==> config.mk <==
export PLATFORM = sky130hd
export DESIGN_NAME = ppc_ebi_slave_flat
export DESIGN_NICKNAME = d
export VERILOG_FILES = /design/src/rtl/ppc_ebi_pkg.sv /design/src/rtl/ppc_ebi_slave_if.sv /design/src/rtl/ppc_sync_bus.sv /design/src/rtl/ppc_ebi_slave.sv /design/src/flat_wrapper.sv
export SDC_FILE = /design/constraint.sdc
export NUM_CORES = 1
export LEC_CHECK = 0
export ABC_AREA = 1
export CORE_ASPECT_RATIO = 0.6
export CORE_MARGIN = 4
export CORE_UTILIZATION = 60
export DETAILED_ROUTE_END_ITERATION = 6
export DONT_BUFFER_PORTS = 1
export PLACE_DENSITY = 0.75
export SLEW_MARGIN = 20
export SYNTH_ARGS = -nofsm -noshare
export SYNTH_HDL_FRONTEND = slang
export SYNTH_SLANG_ARGS = --single-unit
==> constraint.sdc <==
create_clock -name clk -period 1.7 [get_ports clk]
set_input_delay 0.17 -clock clk [delete_from_list [all_inputs] [get_ports clk]]
set_output_delay 0.17 -clock clk [all_outputs]
set_load 0.02 [all_outputs]
==> src/rtl/ppc_ebi_pkg.sv <==
// Shared types and constants for the PowerPC EBI slave.
package ppc_ebi_pkg;

    typedef enum logic [1:0] {
        IDLE = 2'd0,
        REQ  = 2'd1,
        HOLD = 2'd2
    } state_e;

    localparam int unsigned TO_CNT_W = 8;

    // Read data returned to the host when the internal target never acknowledges
    localparam logic [255:0] RD_ABORT_WORD = '1;

    // Width of a chip-select index; at least one bit even for a single channel
    function automatic int unsigned cs_idx_w(input int unsigned n);
        return (n > 1) ? $clog2(n) : 1;
    endfunction

endpackage

==> src/rtl/ppc_ebi_slave_if.sv <==
// Internal request/acknowledge bus between the EBI slave and the register/RAM target.
interface ppc_ebi_slave_if #(
    parameter int unsigned ADDR_W = 24,
    parameter int unsigned DATA_W = 32,
    parameter int unsigned NUM_CS = 2
);
    localparam int unsigned BE_W = DATA_W / 8;
    localparam int unsigned CS_W = ppc_ebi_pkg::cs_idx_w(NUM_CS);

    logic              req_o;
    logic              req_we;
    logic [CS_W-1:0]   req_cs;
    logic [ADDR_W-3:0] req_addr;
    logic [BE_W-1:0]   req_be;
    logic [DATA_W-1:0] req_wdata;
    logic              ack_i;
    logic [DATA_W-1:0] rdata_i;

    modport master (
        output req_o, req_we, req_cs, req_addr, req_be, req_wdata,
        input  ack_i, rdata_i
    );

    modport slave (
        input  req_o, req_we, req_cs, req_addr, req_be, req_wdata,
        output ack_i, rdata_i
    );
endinterface

==> src/rtl/ppc_sync_bus.sv <==
// Per-bit multi-flop synchroniser with a configurable (inactive) reset value.
module ppc_sync_bus #(
    parameter int unsigned    W       = 1,
    parameter int unsigned    STAGES  = 2,
    parameter logic [W-1:0]   RST_VAL = '0
) (
    input  logic         clk,
    input  logic         rst,
    input  logic [W-1:0] d,
    output logic [W-1:0] q
);
    logic [W-1:0] stage [STAGES];

    always_ff @(posedge clk) begin
        if (rst) begin
            for (int i = 0; i < int'(STAGES); i++) stage[i] <= RST_VAL;
        end else begin
            stage[0] <= d;
            for (int i = 1; i < int'(STAGES); i++) stage[i] <= stage[i-1];
        end
    end

    assign q = stage[STAGES-1];
endmodule

==> src/rtl/ppc_ebi_slave.sv <==
// PowerPC EBI slave: synchronises NUM_CS chip selects and strobes and runs one internal
// request per EBI access with timeout. Define PPC_TA_EN to add the ta_n transfer acknowledge.
module ppc_ebi_slave
    import ppc_ebi_pkg::*;
#(
    parameter int unsigned  ADDR_W      = 24,
    parameter int unsigned  DATA_W      = 32,
    parameter int unsigned  NUM_CS      = 2,
    parameter int unsigned  SYNC_STAGES = 2,
    parameter int unsigned  TIMEOUT     = 255,
    localparam int unsigned BE_W        = DATA_W / 8,
    localparam int unsigned CS_W        = cs_idx_w(NUM_CS)
) (
    input  logic              clk,
    input  logic              rst,
    input  logic [NUM_CS-1:0] cs_n,
    input  logic              oe_n,
    input  logic [BE_W-1:0]   we_n,
    input  logic              rd_wr,
    input  logic [ADDR_W-1:0] ebi_addr,
    input  logic [DATA_W-1:0] ebi_din,
    output logic [DATA_W-1:0] ebi_dout,
    output logic              ebi_dout_oe,
`ifdef PPC_TA_EN
    output logic              ta_n,
`endif
    output logic              err_o,
    ppc_ebi_slave_if.master   bus
);
    localparam int unsigned       CTL_W    = NUM_CS + 1 + BE_W + 1;
    localparam logic [CTL_W-1:0]  CTL_IDLE = {{NUM_CS{1'b1}}, 1'b1, {BE_W{1'b1}}, 1'b0};

    logic [CTL_W-1:0]  ctl_s;
    logic [NUM_CS-1:0] cs_n_s;
    logic              oe_n_s;
    logic [BE_W-1:0]   we_n_s;
    logic              rd_wr_s;

    ppc_sync_bus #(
        .W       (CTL_W),
        .STAGES  (SYNC_STAGES),
        .RST_VAL (CTL_IDLE)
    ) u_sync (
        .clk (clk),
        .rst (rst),
        .d   ({cs_n, oe_n, we_n, rd_wr}),
        .q   (ctl_s)
    );

    assign {cs_n_s, oe_n_s, we_n_s, rd_wr_s} = ctl_s;

    // Chip-select decode: lowest active index, plus a flag when several are active
    logic            cs_any;
    logic            cs_multi;
    logic [CS_W-1:0] cs_idx;

    always_comb begin
        cs_any   = 1'b0;
        cs_multi = 1'b0;
        cs_idx   = '0;
        for (int i = int'(NUM_CS) - 1; i >= 0; i--) begin
            if (!cs_n_s[i]) begin
                cs_multi = cs_multi | cs_any;
                cs_any   = 1'b1;
                cs_idx   = CS_W'(i);
            end
        end
    end

    logic qual;
    logic qual_q;
    logic start;

    assign qual  = cs_any & ((~rd_wr_s & (we_n_s != '1)) |
                             ( rd_wr_s & (we_n_s == '1) & ~oe_n_s));
    assign start = qual & ~qual_q;

    state_e              state, state_d;
    logic [TO_CNT_W-1:0] cnt, cnt_d;
    logic                req_q, req_d;
    logic                we_q, we_d;
    logic [CS_W-1:0]     cs_q, cs_d;
    logic [ADDR_W-3:0]   addr_q, addr_d;
    logic [BE_W-1:0]     be_q, be_d;
    logic [DATA_W-1:0]   wdata_q, wdata_d;
    logic [DATA_W-1:0]   dout_d;
    logic                oe_d;
    logic                err_d;

    always_comb begin
        state_d = state;
        cnt_d   = cnt;
        req_d   = req_q;
        we_d    = we_q;
        cs_d    = cs_q;
        addr_d  = addr_q;
        be_d    = be_q;
        wdata_d = wdata_q;
        dout_d  = ebi_dout;
        err_d   = 1'b0;
        unique case (state)
            IDLE: begin
                if (start) begin
                    if (cs_multi) begin
                        err_d = 1'b1;
                    end else begin
                        state_d = REQ;
                        req_d   = 1'b1;
                        cnt_d   = '0;
                        we_d    = ~rd_wr_s;
                        cs_d    = cs_idx;
                        addr_d  = ebi_addr[ADDR_W-1:2];
                        be_d    = rd_wr_s ? '1 : ~we_n_s;
                        wdata_d = ebi_din;
                    end
                end
            end
            REQ: begin
                // Acknowledge wins over a timeout landing on the same cycle
                if (bus.ack_i) begin
                    state_d = HOLD;
                    req_d   = 1'b0;
                    if (!we_q) dout_d = bus.rdata_i;
                end else if (cnt == TO_CNT_W'(TIMEOUT)) begin
                    state_d = HOLD;
                    req_d   = 1'b0;
                    err_d   = 1'b1;
                    if (!we_q) dout_d = DATA_W'(RD_ABORT_WORD);
                end else begin
                    cnt_d = cnt + 1'b1;
                end
            end
            HOLD: begin
                if (&cs_n_s) state_d = IDLE;
            end
            default: state_d = IDLE;
        endcase
        oe_d = (state_d == HOLD) & ~we_d & ~oe_n_s;
    end

    always_ff @(posedge clk) begin
        if (rst) begin
            state       <= IDLE;
            cnt         <= '0;
            qual_q      <= 1'b0;
            req_q       <= 1'b0;
            we_q        <= 1'b0;
            cs_q        <= '0;
            addr_q      <= '0;
            be_q        <= '0;
            wdata_q     <= '0;
            ebi_dout    <= '0;
            ebi_dout_oe <= 1'b0;
            err_o       <= 1'b0;
        end else begin
            state       <= state_d;
            cnt         <= cnt_d;
            qual_q      <= qual;
            req_q       <= req_d;
            we_q        <= we_d;
            cs_q        <= cs_d;
            addr_q      <= addr_d;
            be_q        <= be_d;
            wdata_q     <= wdata_d;
            ebi_dout    <= dout_d;
            ebi_dout_oe <= oe_d;
            err_o       <= err_d;
        end
    end

`ifdef PPC_TA_EN
    // One-cycle acknowledge on every entry to HOLD, whether acked or aborted
    logic hold_entry;
    assign hold_entry = (state == REQ) && (state_d == HOLD);

    always_ff @(posedge clk) begin
        if (rst) ta_n <= 1'b1;
        else     ta_n <= ~hold_entry;
    end
`endif

    logic unused_addr_lsb;
    assign unused_addr_lsb = ^ebi_addr[1:0];

    assign bus.req_o     = req_q;
    assign bus.req_we    = we_q;
    assign bus.req_cs    = cs_q;
    assign bus.req_addr  = addr_q;
    assign bus.req_be    = be_q;
    assign bus.req_wdata = wdata_q;
endmodule

==> src/flat_wrapper.sv <==
// flat-port wrapper written by rule: the top's interface ports become plain ports
module ppc_ebi_slave_flat import ppc_ebi_pkg::*;
#(
    parameter int unsigned  ADDR_W      = 24,
    parameter int unsigned  DATA_W      = 32,
    parameter int unsigned  NUM_CS      = 2,
    parameter int unsigned  SYNC_STAGES = 2,
    parameter int unsigned  TIMEOUT     = 255,
    localparam int unsigned BE_W        = DATA_W / 8,
    localparam int unsigned CS_W        = cs_idx_w(NUM_CS)
)
  (clk, rst, cs_n, oe_n, we_n, rd_wr, ebi_addr, ebi_din, ebi_dout, ebi_dout_oe, err_o, bus_req_o, bus_req_we, bus_req_cs, bus_req_addr, bus_req_be, bus_req_wdata, bus_ack_i, bus_rdata_i);
  ppc_ebi_slave_if #(.ADDR_W(ADDR_W), .DATA_W(DATA_W), .NUM_CS(NUM_CS)) bus_i ();
  input  logic clk;
  input  logic rst;
  input  logic [NUM_CS-1:0] cs_n;
  input  logic oe_n;
  input  logic [BE_W-1:0] we_n;
  input  logic rd_wr;
  input  logic [ADDR_W-1:0] ebi_addr;
  input  logic [DATA_W-1:0] ebi_din;
  output logic [DATA_W-1:0] ebi_dout;
  output logic ebi_dout_oe;
  output logic err_o;
  output wire logic [$bits(bus_i.req_o)-1:0] bus_req_o;
  output wire logic [$bits(bus_i.req_we)-1:0] bus_req_we;
  output wire logic [$bits(bus_i.req_cs)-1:0] bus_req_cs;
  output wire logic [$bits(bus_i.req_addr)-1:0] bus_req_addr;
  output wire logic [$bits(bus_i.req_be)-1:0] bus_req_be;
  output wire logic [$bits(bus_i.req_wdata)-1:0] bus_req_wdata;
  input wire logic [$bits(bus_i.ack_i)-1:0] bus_ack_i;
  input wire logic [$bits(bus_i.rdata_i)-1:0] bus_rdata_i;
  assign bus_req_o = bus_i.req_o;
  assign bus_req_we = bus_i.req_we;
  assign bus_req_cs = bus_i.req_cs;
  assign bus_req_addr = bus_i.req_addr;
  assign bus_req_be = bus_i.req_be;
  assign bus_req_wdata = bus_i.req_wdata;
  assign bus_i.ack_i = bus_ack_i;
  assign bus_i.rdata_i = bus_rdata_i;
  ppc_ebi_slave #(.ADDR_W(ADDR_W), .DATA_W(DATA_W), .NUM_CS(NUM_CS), .SYNC_STAGES(SYNC_STAGES), .TIMEOUT(TIMEOUT)) u_core (.clk(clk), .rst(rst), .cs_n(cs_n), .oe_n(oe_n), .we_n(we_n), .rd_wr(rd_wr), .ebi_addr(ebi_addr), .ebi_din(ebi_din), .ebi_dout(ebi_dout), .ebi_dout_oe(ebi_dout_oe), .err_o(err_o), .bus(bus_i));
endmodule
==> metrics.cfg <==
[critical_path]
critPathRequiredTime_ps=2000
cp-start-kind=flip-flop
r2r_cells=11
reg2reg_from=u_core.cnt[1]
endpoint_kind=flip-flop
reg2reg_slack_ps=-70
reg2reg_to=u_core.cnt[0]
crit_type=reg -> reg
critPathArrivalTime_ps=2070
worst-path-max-fanout=8
endpoint=u_core.cnt[0]
crit_start=u_core.cnt[1]

[timing]
maxSlewViolCount=0
timing.hold.ws_ps=-6.58
slew_headroom_pct=41.6
finalHoldViolCount=1
max_freq_mhz=566
finalClockSkew_ps=17.7
period_needed_ps=1770
finalWorstSetupSlack_ps=-65.9
worstMarginPinSlew_ps=873
setup_viol=2
setup_tns_ps=-80.5
fin_crit_sh_pct=104

[job]
maxCapViolations=0

[detailed_routing]
route.detailed.drc=0
wirelength_um=14900
via_count=4525
dr.pass1.iters=5
wire_per_inst_um=18.4
avgViaCountPerCell=5.59
drtIter0Drc=343
antenna_left=0

[clock_network]
insertion_delay_ps=410
cts_tree=built
path_clk_slew_ps=50
h-tree-depth=4
cts_num_sinks=122
cts_buffers=17
clock-root-buffer=clkbuf_16
cts_max_path_buffers=2

[floorplan]
coreArea_mm2=0.00745
pin_count=194
start_util_pct=63.2
die-area_mm2=0.00937
fp.dieW_um=122
rows=24
die_height_um=76.6

[finish]
num_antenna_cells=0
final_common_cell=nor2_1
syn2layout_area_growth_pct=34.7
layout-drive-gt1-share_pct=15.4
final_cell_mix=nor2_1, dfxtp_1, inv_1
nets=796

[synthesis]
syn-cell-area_mm2=0.00471
synth-async-reset-ratio_pct=0
synth-main-ff-cell=dfxtp_1
synthCells=623
synth_seq_area_share_pct=51.9
ys_warn_count=0
synth_edf_count=0
synth_area_per_cell_um2=7.56
yosys.cell_types.count=27
syn_nets=723
synth-seq-cells=122

[grt]
grt_max_degree=72
overflow=0
grt_pass1_wl_um=20500
track_usage_pct=27.5
grt_pass1_vias=4158
antenna_found_initial=0

[status]
outcome=finished, violations left
violations=hold timing, setup timing

[place]
gp_congestion=0.786
io_buffers=0
hpwl_um=7440
pre_cts_slack_ps=-40.1

[pwr]
comb_power_share_pct=8.7
power_switching_mw=1.75
power.density_mw_per_mm2=1130
ir_worst_vdd_mv=0.857
internal-power_mw=5.45
clock_power_share_pct=46.6
seqPwrFrac_pct=44.8
p_leak_nw=2.61
p_sw_share_pct=24.3

[worst_hold_path]
holdPathStages=2
hold_class=in -> reg

[routing by layer]
metal  part of all wire, %  track usage, %  vias to the layer above  wire length [µm]
met2                    50            48.1                      242              7430
met3                   9.3            8.09                       43              1380
met5                     0               0                        -                 0
met4                   2.7            10.8                        0               396
li1                      -               -                     2120                 -
met1                    38            31.5                     2120              5670
[cell type report]
class	count	area, µm²
clock inverter	2	35.0
multi-input combinational	380	1940
clock buffer	27	513
timing repair buffer	93	970
sequential	122	2450
fill	402	1100
inverter	82	313
tap	104	130
[synth_stat cells, types with 3 or more instances]
cell type,count,area [µm²]
buf_1,3,11.3
buf_2,7,35.0
buf_6,3,33.8
nor2_1,122,458
nand3_1,18,90.1
nand2_1,73,274
dfxtp_1,122,2440
clkbuf_1,26,97.6
nand4_1,33,206
or2_2,14,87.6
o21ai_0,55,275
inv_1,80,300
a21oi_1,48,240
[how the worst min path moves through the flow]
stage / from / end / slack [ps]
finish: ebi_din[18] / u_core.bus.req_wdata[18] / -7
global route: ebi_din[18] / u_core.bus.req_wdata[18] / 0.7
CTS: ebi_din[18] / u_core.bus.req_wdata[18] / 2
detailed placement: rst / u_core.bus.req_be[3] / 240
global placement: rst / u_core.bus.req_be[3] / 240
floorplan: we_n[0] / u_core.u_sync.stage[0][1] / 270
[power groups by stage]
| stage | Clock, mW | Combinational [mW] | Sequential, mW |
|---|---|---|---|
| floorplan | 0 | 0.339 | 3.24 |
| global placement | 0 | 0.375 | 3.27 |
| detailed placement | 0 | 0.396 | 3.27 |
| CTS | 3.32 | 0.539 | 3.22 |
| global route | 3.51 | 0.693 | 3.23 |
| finish | 3.35 | 0.625 | 3.22 |
[critical path: stages (launching register included)]
cell	delay [ps]
dfxtp_2	350
ha_4	140
nand2_2	50
inv_2	70
nand2_4	60
nor3_4	240
nand2_2	120
nand2_4	130
nand2_2	130
nand2_1	90
nand2_1	70
nor2_1	190
[cell families (layout without fill, tap and decap cells)]
logic type	Yosys count	after routing	synth area share [%]
XOR/XNOR	3	3	0.558
AND/OR/NAND/NOR	272	272	25.9
AO/OA/AOI/OAI	104	104	11.1
adder cells (fa/ha/maj)	1	1	0.266
buffers and inverters	121	204	10.3
flip-flops	122	122	51.9
[state kept, by name (all words and copies together), names as in the netlist, 2 cells and up]
| register | cells |
|---|---|
| u_core.bus.req_be | 4 |
| u_core.bus.req_wdata | 32 |
| u_core.cnt | 8 |
| u_core.bus.req_addr | 22 |
| u_core.state | 2 |
| u_core.u_sync.stage | 16 |
| u_core.ebi_dout | 32 |
[through the flow]
step                cell area (µm²)  total power, mW  hold slack, ps  cells  utilization [%]
global route                   6340             7.43           0.696    810             85.2
detailed placement             4780             3.67             245    698             64.2
global placement               4780             3.65             242    698             64.2
floorplan                      4710             3.58             274    623                -
finish                         6340             7.19           -6.58    810             85.2
CTS                            6020             7.08            2.35    795             80.8
[repair_timing]
action | in CTS | in global routing
cloned | 0 | 4
pin swaps | 0 | 5
hold buffers | 68 | 0
gates resized for setup | 2 | 43
buffers inserted | 0 | 11
hold endpoints to repair | 111 | 0
setup endpoints to repair | 6 | 44
Note: power is estimated with default switching activity, not from simulation.
